==> config.mk <==
export PLATFORM = sky130hd
export DESIGN_NAME = sensor_debounce
export DESIGN_NICKNAME = d
export VERILOG_FILES = /design/src/rtl/sensor_debounce.sv
export SDC_FILE = /design/constraint.sdc
export NUM_CORES = 1
export LEC_CHECK = 0
export BUFFER_PORTS_ARGS = -buffer_cell sky130_fd_sc_hd__buf_2
export CORE_ASPECT_RATIO = 0.9
export CORE_MARGIN = 2
export CORE_UTILIZATION = 38
export DETAILED_ROUTE_END_ITERATION = 10
export PLACE_DENSITY_LB_ADDON = 0.1
export SYNTH_ARGS = -nofsm -noshare
export SYNTH_HDL_FRONTEND = slang
export SYNTH_SLANG_ARGS = --single-unit
==> constraint.sdc <==
create_clock -name clk -period 3.8 [get_ports clk]
set_input_delay 0.76 -clock clk [delete_from_list [all_inputs] [get_ports clk]]
set_output_delay 0.76 -clock clk [all_outputs]
set_load 0.005 [all_outputs]
==> src/rtl/sensor_debounce.sv <==
// Dual-channel debouncer/edge detector for the parking-meter car sensors.
// Optional macro SENSOR_SYNC_EN adds a two-flop input synchronizer per channel.

module DebounceChannel #(
  parameter int unsigned DB_CYCLES = 500000,
  parameter int unsigned CNT_W     = 19
) (
  input  logic clk,
  input  logic reset,
  input  logic s_i,
  output logic db_o,
  output logic rise_o,
  output logic fall_o
);

  typedef enum logic [1:0] {
    ZERO,
    WAIT1,
    ONE,
    WAIT0
  } state_t;

  // The entering sample already counts as the first of DB_CYCLES equal samples.
  localparam logic [CNT_W-1:0] LOAD = CNT_W'(DB_CYCLES - 2);

  state_t           state_q, state_d;
  logic [CNT_W-1:0] cnt_q, cnt_d;
  logic             rise_q, rise_d;
  logic             fall_q, fall_d;

  always_ff @(posedge clk) begin
    if (reset) begin
      state_q <= ZERO;
      cnt_q   <= '0;
      rise_q  <= 1'b0;
      fall_q  <= 1'b0;
    end else begin
      state_q <= state_d;
      cnt_q   <= cnt_d;
      rise_q  <= rise_d;
      fall_q  <= fall_d;
    end
  end

  always_comb begin
    state_d = state_q;
    cnt_d   = cnt_q;
    rise_d  = 1'b0;
    fall_d  = 1'b0;
    case (state_q)
      ZERO: begin
        if (s_i) begin
          state_d = WAIT1;
          cnt_d   = LOAD;
        end
      end
      WAIT1: begin
        if (!s_i) begin
          state_d = ZERO;
        end else if (cnt_q == '0) begin
          state_d = ONE;
          rise_d  = 1'b1;
        end else begin
          cnt_d = cnt_q - CNT_W'(1);
        end
      end
      ONE: begin
        if (!s_i) begin
          state_d = WAIT0;
          cnt_d   = LOAD;
        end
      end
      WAIT0: begin
        if (s_i) begin
          state_d = ONE;
        end else if (cnt_q == '0) begin
          state_d = ZERO;
          fall_d  = 1'b1;
        end else begin
          cnt_d = cnt_q - CNT_W'(1);
        end
      end
      default: begin
        state_d = ZERO;
        cnt_d   = '0;
      end
    endcase
  end

  assign db_o   = (state_q == ONE) || (state_q == WAIT0);
  assign rise_o = rise_q;
  assign fall_o = fall_q;

endmodule

module sensor_debounce #(
  parameter int unsigned DB_CYCLES = 500000,
  parameter int unsigned CNT_W     = 19
) (
  input  logic clk,
  input  logic reset,
  input  logic a_in,
  input  logic b_in,
  output logic a_db,
  output logic b_db,
  output logic a_rise,
  output logic a_fall,
  output logic b_rise,
  output logic b_fall
);

  logic aSample;
  logic bSample;

`ifdef SENSOR_SYNC_EN
  // Raw sensor pins are asynchronous; two flops settle metastability before the FSM.
  logic [1:0] aSync_q;
  logic [1:0] bSync_q;

  always_ff @(posedge clk) begin
    if (reset) begin
      aSync_q <= 2'b00;
      bSync_q <= 2'b00;
    end else begin
      aSync_q <= {aSync_q[0], a_in};
      bSync_q <= {bSync_q[0], b_in};
    end
  end

  assign aSample = aSync_q[1];
  assign bSample = bSync_q[1];
`else
  assign aSample = a_in;
  assign bSample = b_in;
`endif

  DebounceChannel #(
    .DB_CYCLES(DB_CYCLES),
    .CNT_W    (CNT_W)
  ) uChanA (
    .clk   (clk),
    .reset (reset),
    .s_i   (aSample),
    .db_o  (a_db),
    .rise_o(a_rise),
    .fall_o(a_fall)
  );

  DebounceChannel #(
    .DB_CYCLES(DB_CYCLES),
    .CNT_W    (CNT_W)
  ) uChanB (
    .clk   (clk),
    .reset (reset),
    .s_i   (bSample),
    .db_o  (b_db),
    .rise_o(b_rise),
    .fall_o(b_fall)
  );

endmodule

Word level (Yosys, flattened, before mapping)
Cells that the tools add are included.

Input port bits: 4. Register bits: 46. Logic and storage cells: 76. Output and inout port bits: 6.

Reductions and logical operators: 14. Add/sub/neg operators: 2. Mux-type cells: 28. Bitwise operators: 6. Eq/ne operators: 18.

Operators with widths (number): $mux W19 (10); $pmux W19 S4 (2); $logic_not A19 Y1 (2); $sub A19 B1 Y19 const B (2); $mux W2 (12); $ne A2 B2 Y1 const B (8); $pmux W2 S4 (2); $reduce_and A4 Y1 (4); $ne A3 B2 Y1 const B (4); $reduce_or A3 Y1 (4); $eq A2 B2 Y1 const B (4); $not A1 Y1 (6); $eq A2 B1 Y1 const B (2); $logic_not A2 Y1 (2); $logic_or A1 B1 Y1 (2); $mux W1 (2).

Longest topological paths before layout
Gate-level depths: netlist of run 1.

Depth after elaboration: 4. Depth in mapped cells: 9. Depth with buffers taken out: 7.

Modules after synthesis
Synthesis of run 1 repeated with hierarchy kept, for this count alone.

Cell total of the unflattened synthesis: 306. Area, all modules: 2592.5 um^2.

By module, submodules not included: DebounceChannel (cells an instance 153, instances 2, area an instance 1296.2 um^2, seq. area each 460.4 um^2).

Worst setup path after synthesis of run 1
Ideal clock, no wire load.

Path type: register -> register. Start: reg uChanB.cnt_q[5]. End: reg uChanB.cnt_q[16]. Path buffers: 2. Path slack: 1465 ps. Data arrival time: 2203 ps. Clock period less this slack: 2335 ps. Stages on the path, launching flop included: 8. Data required time: 3668 ps. Library setup time: 132 ps. Cell sequence: dfxtp_1 -> or4_1 -> buf_2 -> or4_4 -> buf_6 -> or4b_4 -> o21ai_2 -> a21oi_1.

Cells in the longest elaborated chain, start to end: 4. Elaborated cells on any way between the ends: 6. Classes of those cells: add/sub: 1; mux: 4; reduce/logical: 1.

Ends and longest elaborated chain: start: declaration (RTL line 27) `logic [CNT_W-1:0] cnt_q, cnt_d;`; start signal: assignment (RTL line 39) `cnt_q <= cnt_d;`; $sub A19 B1 Y19 / $logic_not A19 Y1 (equally long branches); $mux W19 * (RTL line 60, 76); $mux W19, on equally long branches (RTL line 74, 58); $pmux W19 S4 * (RTL line 50) `case (state_q)`.

Every way passes the cells marked *; elsewhere a longest branch is shown, timed or not. The select of a mux whose other input is x is not followed. A chain may end at the register's enable or synchronous reset.

Worst setup path after layout of run 1
Start: reg uChanB.cnt_q[0]. End: reg uChanB.cnt_q[1].

The elaborated chain is that of the path after synthesis.

==> metrics.csv, run 1 <==
stage,metric,value,unit
floorplanning,DIE WIDTH,85.9,um
sta,RSZ-0062 raised after global routing,false,
clock_network,number of CTS-inserted buffers,5,
cells_and_area,Area Overhead vs Synth,9.16,%
setup_path,worst r2r src,uChanB.cnt_q[0]$_SDFFE_PP0P_,
logic_synthesis,Post-Synthesis Net Count,271,
logic_synthesis,"FF+latch count, synth",46,
power_and_ir_drop,VDD IR max,0.000183,V
logic_synthesis,number of synthesized flops with an enable pin,0,
floorplanning,DIE HEIGHT,77.7,um
detailed_routing,routed wire length,4.95,mm
cells_and_area,post-layout net count,271,
detailed_routing,DR vias,1919,
global_route,vias in the first global route,1794,
floorplanning,IO Pins,10,
clock_network,# Post-CTS Setup Buffers,0,
logic_synthesis,syn_area_per_cell,8.66,um^2
clock_network,worst skew pair latency,0.31,ns
floorplanning,Starting Density,39.9,%
setup_path,crit path max fanout,14,
floorplanning,core area,5760,um^2
detailed_routing,routed vias/inst,5.71,
global_route,pin count of the biggest net entering global routing,33,
global_route,first-pass GRT wire length,8.83,mm
clock_network,CTS sink count,46,
clock_network,H-tree Lvls,2,
clock_network,Post-CTS Resized,0,
sta,Tmin final,2.75,ns
sta,Setup Skew,0.00640,ns
global_route,grt total ovfl,0,
setup_path,CP Launch Type,flip-flop,
sta,Finish-stage setup viols,0,
logic_synthesis,Yosys warnings,0,
logic_synthesis,Synth top area share,40.1,%
sta,max-slew violations,0,
sta,Final period util,72.4,%
cells_and_area,post-route cell area,2500,um^2
sta,setup tns final,0,ns
global_route,GRT Total Usage,16.5,%
power_and_ir_drop,P_leak,0.000885,uW
clock_network,clock tree buffer depth,2,
placement,detailed-placement wirelength estimate,3.45,mm
placement,I/O Buffers,9,
clock_network,# hold bufs at CTS,0,
sta,hold_ws,0.464,ns
logic_synthesis,Synth async-reset ratio,0,%
worst_hold_path,hold path start,uChanA.cnt_q[7]$_SDFFE_PP0P_,
cells_and_area,share of cells above drive strength 1,9.77,%
global_route,initial antenna violation count,0,
setup_path,Worst Setup Path Type,flip-flop to flip-flop,
power_and_ir_drop,Pwr Density,480,nW/um^2
placement,post-placement cell area,2360,um^2
worst_hold_path,Hold Crit Class,flip-flop to flip-flop,
floorplanning,die area,6680,um^2
setup_path,CP Launch Point,uChanB.cnt_q[0]$_SDFFE_PP0P_,
cells_and_area,n_diodes,0,
detailed_routing,DR WL/cell,14.7,um
logic_synthesis,post-synth cell types,47,
floorplanning,FP Rows,26,
logic_synthesis,ys flop type,dfxtp_1,
logic_synthesis,Synth Instances,265,
outcome,outcome,"finished, final reports clean",
detailed_routing,drt first pass iters,4,
logic_synthesis,top post-synthesis cells by area,"dfxtp_1, a21oi_1, nor2_1",
clock_network,CTS clock-pin slew for the worst setup and hold paths,0.09,ns
sta,Final Hold Viols,0,
detailed_routing,Starting DRT DRC Count,148,
clock_network,CTS tree,yes,
sta,Slew HR,47.8,%
setup_path,crit path DAT,2.98,ns
detailed_routing,DRC Markers,0,
clock_network,Root Driver,clkbuf_8,
detailed_routing,Final ANT Viol Nets,0,
logic_synthesis,sequential element share of the synthesized area,40.1,%
sta,Max Freq,0.364,GHz
setup_path,WP data required,4.03,ns
job,Max-cap violations,0,
logic_synthesis,Mapped Area,2290,um^2
sta,Least-Margin Pin Slew,0.780,ns
placement,global placement routability congestion,0.765,
setup_path,Worst Setup End Kind,flip-flop,
logic_synthesis,largest area contributor in the netlist,dfxtp_1,
## Yosys cell counts (3+ instances only)
cell type  number
a21oi_1        27
a311oi_1        5
and2_1          3
clkbuf_1       14
dfxtp_1        46
inv_1           6
nand2_1        11
nand2b_1        5
nand3_1         5
nor2_1         26
nor3_1          8
nor3b_1         4
nor4_1          7
nor4b_1         6
o211ai_1        7
o21ai_0         7
o31ai_1         6
or3_1           8
or4_1           9
xnor2_1         9
xor2_1         10
## layout make-up
| type | count | area, um^2 |
|---|---|---|
| tap | 70 | 87.6 |
| clock inverter | 2 | 60.1 |
| sequential | 46 | 921 |
| inverter | 6 | 22.5 |
| timing repair buffer | 11 | 60.1 |
| clock buffer | 6 | 82.6 |
| fill | 561 | 3250 |
| multi-input combinational | 195 | 1270 |
## where the power goes
group	leakage [uW]	switching (uW)	internal, uW
clock network	0.0000714	174	281
logic	0.000435	119	81.0
registers	0.000378	34.4	514
total	0.000885	327	876
## placed cells by master (no fill, tap or decap), drive strengths merged
cell / count
or4b: 3
nand2b: 5
o31ai: 6
clkbuf: 6
mux2i: 2
or3b: 1
nand3: 5
o21a: 2
a31oi: 2
bufinv: 2
a311oi: 5
ha: 2
nand4bb: 2
or3: 8
a21o: 1
dfxtp: 46
xnor2: 9
nor2: 26
nor4b: 6
o41ai: 2
nand4: 2
xor2: 10
a21oi: 27
or2: 1
inv: 6
o22ai: 1
nor3b: 5
nand2: 11
o211ai: 7
nor4: 7
a41oi: 2
a211oi: 2
and2: 3
o21ai: 9
and4b: 1
buf: 11
or4: 10
nor4bb: 1
nor3: 8
nand4b: 1
## metal layers
layer  track usage [%]  vias to the layer above  share of wire [%]
li1                  -                      982                  -
met1              25.9                      892                 56
met2              21.1                       39                 38
met3              5.21                        6                4.4
met4              4.76                        0                1.1
met5                 0                        -                  0
## critical path: stages, from the launching register on
cell	delay, ns
dfxtp_1	0.34
inv_1	0.08
ha_1	0.18
or4b_1	0.60
or4_1	0.63
o21ai_2	0.51
nor2_1	0.12
a211oi_2	0.20
## flip-flops by register name (all words and copies together), names as in the netlist, named ones only
register,flops
uChanB.fall_o,1
uChanB.rise_o,1
uChanA.fall_o,1
uChanB.cnt_q,19
uChanA.rise_o,1
uChanA.cnt_q,19
uChanB.state_q,1
uChanA.state_q,1
## kinds of logic (layout without fill, tap and decap cells)
kind of cell	count (synthesis)	after routing	synth area share [%]
xor gates and xnor gates	19	19	7.25
buffers and inverters	24	25	4.47
and+or+nand+nor	106	106	27.6
AOI/OAI and AO/OA	66	66	18.5
DFF	46	46	40.1
muxes	2	2	0.872
adders and majority gates	2	2	1.09
## path summary, 6_finish.rpt
kind / end / slack (ns) / cells past startpoint
min reg2reg: uChanA.cnt_q[7]$_SDFFE_PP0P_ / 0.46 / 2
min: uChanA.cnt_q[7]$_SDFFE_PP0P_ / 0.46 / 2
max reg2reg: uChanB.cnt_q[1]$_SDFFE_PP0P_ / 1.05 / 7
max: uChanB.cnt_q[1]$_SDFFE_PP0P_ / 1.05 / 7
## through the flow
stage	instances	utilization, %	worst slack [ns]	power [uW]
after floorplan	265	-	1.46	722
after global placement	328	41.0	1.16	757
after detailed placement	328	41.0	1.10	758
after CTS	336	43.5	1.07	1210
after global routing	336	43.5	0.851	1270
final	336	43.5	1.05	1200
Note: power is estimated with default switching activity, not from simulation.
==> run 2: changes to the inputs <==
--- a/config.mk
+++ b/config.mk
@@ -5,6 +5,7 @@
 export SDC_FILE = /design/constraint.sdc
 export NUM_CORES = 1
 export LEC_CHECK = 0
+export ABC_AREA = 1
 export BUFFER_PORTS_ARGS = -buffer_cell sky130_fd_sc_hd__buf_2
 export CORE_ASPECT_RATIO = 0.9
 export CORE_MARGIN = 2
==> constraint.sdc (replaced) <==
create_clock -name clk -period 2.4 [get_ports clk]
set_input_delay 0.48 -clock clk [delete_from_list [all_inputs] [get_ports clk]]
set_output_delay 0.48 -clock clk [all_outputs]
set_load 0.005 [all_outputs]
==> metrics.csv, run 2 <==
stage,metric,value,unit,change
outcome,outcome,"finished, final reports clean",,
detailed_routing,DR WL/cell,11.9,um,-19%
cells_and_area,Finished Layout Cells,539,,+60%
global_route,first-pass GRT wire length,10.9,mm,+23%
floorplanning,FP Rows,29,,+12%
sta,Setup Skew,0.0141,ns,+0.00772 ns
logic_synthesis,largest area contributor in the netlist,dfxtp_1,,
detailed_routing,DR vias,2606,,+36%
clock_network,number of CTS-inserted buffers,5,,unchanged
logic_synthesis,post-synth cell types,27,,-43%
floorplanning,die area,7930,um^2,+19%
cells_and_area,n_diodes,0,,unchanged
floorplanning,DIE WIDTH,93.7,um,+9.0%
clock_network,H-tree Lvls,2,,unchanged
detailed_routing,routed vias/inst,4.83,,-15%
cells_and_area,"most common cell after layout, fill and taps aside",nand2_1,,
logic_synthesis,syn_area_per_cell,6.22,um^2,-28%
setup_path,Worst Setup Path Type,flip-flop to flip-flop,,
detailed_routing,drt first pass iters,5,,+1
setup_path,CP Launch Type,flip-flop,,
sta,setup ws final,0.476,ns,-0.573 ns
placement,I/O Buffers,9,,unchanged
clock_network,# hold bufs at CTS,0,,unchanged
sta,setup tns final,0,ns,unchanged
clock_network,CTS sink count,46,,unchanged
clock_network,Post-CTS Resized,0,,unchanged
global_route,pin count of the biggest net entering global routing,23,,-30%
logic_synthesis,top-count cell post-synth,nand2_1,,
sta,Final period util,80.2,%,+7.8 points
logic_synthesis,sequential element share of the synthesized area,33.5,%,-6.6 points
cells_and_area,post-layout net count,452,,+67%
detailed_routing,Final ANT Viol Nets,0,,unchanged
clock_network,CTS tree,yes,,
sta,Max Freq,0.520,GHz,+43%
setup_path,WP data required,2.60,ns,-1.43 ns
placement,detailed-placement wirelength estimate,4.69,mm,+36%
floorplanning,Starting Density,39.1,%,-0.78 points
sta,Finish-stage setup viols,0,,unchanged
job,Max-cap violations,0,,unchanged
sta,Tmin final,1.92,ns,-0.827 ns
setup_path,crit path DAT,2.12,ns,-0.86 ns
cells_and_area,FF/Latch Area,921,um^2,unchanged
logic_synthesis,Synth top area share,33.5,%,-6.6 points
floorplanning,IO Pins,10,,unchanged
sta,Least-Margin Pin Slew,0.419,ns,-0.361 ns
cells_and_area,Area Overhead vs Synth,7.14,%,
placement,worst slack at placement,0.497,ns,-0.608 ns
setup_path,crit path max fanout,17,,+3
cells_and_area,Fillers,779,,+39%
logic_synthesis,Post-Synthesis Net Count,448,,+65%
detailed_routing,DRC Markers,0,,unchanged
global_route,initial antenna violation count,0,,unchanged
clock_network,Root Driver,clkbuf_8,,
setup_path,Worst Setup End Kind,flip-flop,,
power_and_ir_drop,P_leak,0.00135,uW,+53%
detailed_routing,Starting DRT DRC Count,157,,+6.1%
global_route,grt total ovfl,0,,unchanged
detailed_routing,routed wire length,6.43,mm,+30%
floorplanning,core area,7040,um^2,+22%
placement,Placed Instances,532,,+62%
clock_network,clock tree buffer depth,2,,unchanged
logic_synthesis,most common library cells after synthesis,"nand2_1, nor2_1, nand3_1",,
logic_synthesis,Mapped Area,2750,um^2,+20%
cells_and_area,"commonest non-fill, non-tap cells in the layout","nand2_1, nor2_1, nand3_1",,
global_route,GRT Total Usage,17.3,%,+0.76 points
sta,Final Hold Viols,0,,unchanged
cells_and_area,multi-input logic area,1580,um^2,+25%
sta,RSZ-0062 raised after global routing,false,,
power_and_ir_drop,VDD IR max,0.000274,V,+50%
clock_network,CTS clock-pin slew for the worst setup and hold paths,0.09,ns,about the same
logic_synthesis,ys flop type,dfxtp_1,,
worst_hold_path,Hold Crit Class,primary input to flip-flop,,
cells_and_area,Top Registers,"uChanA.cnt_q x19, uChanB.cnt_q x19",,
global_route,vias in the first global route,2241,,+25%
logic_synthesis,top post-synthesis cells by area,"dfxtp_1, nand2_1, nor2_1",,
logic_synthesis,Yosys warnings,0,,unchanged
sta,max-slew violations,0,,unchanged
logic_synthesis,Synth async-reset ratio,0,%,unchanged
power_and_ir_drop,Pwr Density,656,nW/um^2,+37%
floorplanning,DIE HEIGHT,84.7,um,+9.0%
sta,Slew HR,72.0,%,+24 points
clock_network,worst skew pair latency,0.30,ns,about the same
logic_synthesis,Synth Instances,442,,+67%
placement,global placement routability congestion,0.876,,+15%
logic_synthesis,"FF+latch count, synth",46,,unchanged
cells_and_area,share of cells above drive strength 1,9.64,%,-0.13 points
clock_network,# Post-CTS Setup Buffers,0,,unchanged
logic_synthesis,number of synthesized flops with an enable pin,0,,unchanged
run 2: final timing paths:
| path | end | slack, ns | start | cells past startpoint |
|---|---|---|---|---|
| setup / recovery | uChanB.cnt_q[0]$_SDFFE_PP0P_ | 0.48 | uChanB.cnt_q[0]$_SDFFE_PP0P_ | 9 |
| hold / removal | uChanA.fall_o$_SDFF_PP0_ | 0.39 | a_in | 2 |
| setup reg to reg | uChanB.cnt_q[0]$_SDFFE_PP0P_ | 0.48 | uChanB.cnt_q[0]$_SDFFE_PP0P_ | 9 |
| hold reg to reg | uChanA.cnt_q[18]$_SDFFE_PP0P_ | 0.48 | uChanA.cnt_q[18]$_SDFFE_PP0P_ | 2 |
run 2: layout make-up:
| class | count | share of cell area (%) |
|---|---|---|
| Sequential cell | 46 | 31.3 |
| Timing Repair Buffer | 13 | 2.55 |
| Tap cell | 93 | 3.95 |
| Multi-Input combinational cell | 343 | 53.7 |
| Clock inverter | 1 | 1.02 |
| Inverter | 37 | 4.71 |
| Clock buffer | 6 | 2.80 |
run 2: layer usage:
| layer | track usage [%] | vias to the layer above | part of all wire, % |
|---|---|---|---|
| met5 | 0 | - | 0 |
| met4 | 4.74 | 0 | 0.78 |
| met3 | 3.23 | 5 | 5.0 |
| met2 | 23.8 | 49 | 38 |
| met1 | 27.1 | 1158 | 56 |
| li1 | - | 1394 | - |
run 2: metrics by stage:
step | total power (uW) | hold WS, ns | instance area, um^2 | utilization [%]
detailed placement | 1350 | 0.468 | 2830 | 40.3
global route | 2070 | 0.375 | 2950 | 41.9
global placement | 1350 | 0.468 | 2830 | 40.3
CTS | 1960 | 0.373 | 2950 | 41.9
floorplan | 1260 | 0.442 | 2750 | -
finish | 1930 | 0.386 | 2950 | 41.9
run 2: critical path, stage by stage, from the launching register on:
cell     delay [ns]
dfxtp_1        0.33
inv_1          0.17
ha_1           0.25
nand2_2        0.13
nor2_4         0.20
nand3_4        0.13
nand2_4        0.18
inv_2          0.17
o21ai_0        0.20
nor2_1         0.05
run 2: cells by family (layout without fill, tap and decap cells):
kind of cell / after synthesis / count (layout) / synth area share [%]
AOI/OAI and AO/OA: 37 / 37 / 6.91
xor gates and xnor gates: 7 / 7 / 2.23
DFF: 46 / 46 / 33.5
adders and majority gates: 2 / 2 / 0.910
buffers and inverters: 53 / 57 / 8.96
and+or+nand+nor: 297 / 297 / 47.5
run 2: report_power, final:
group / switching [uW] / leakage [uW] / internal (uW)
Clock: 265 / 0.0000573 / 334
Combinational: 316 / 0.000915 / 161
Sequential: 48.2 / 0.000378 / 809
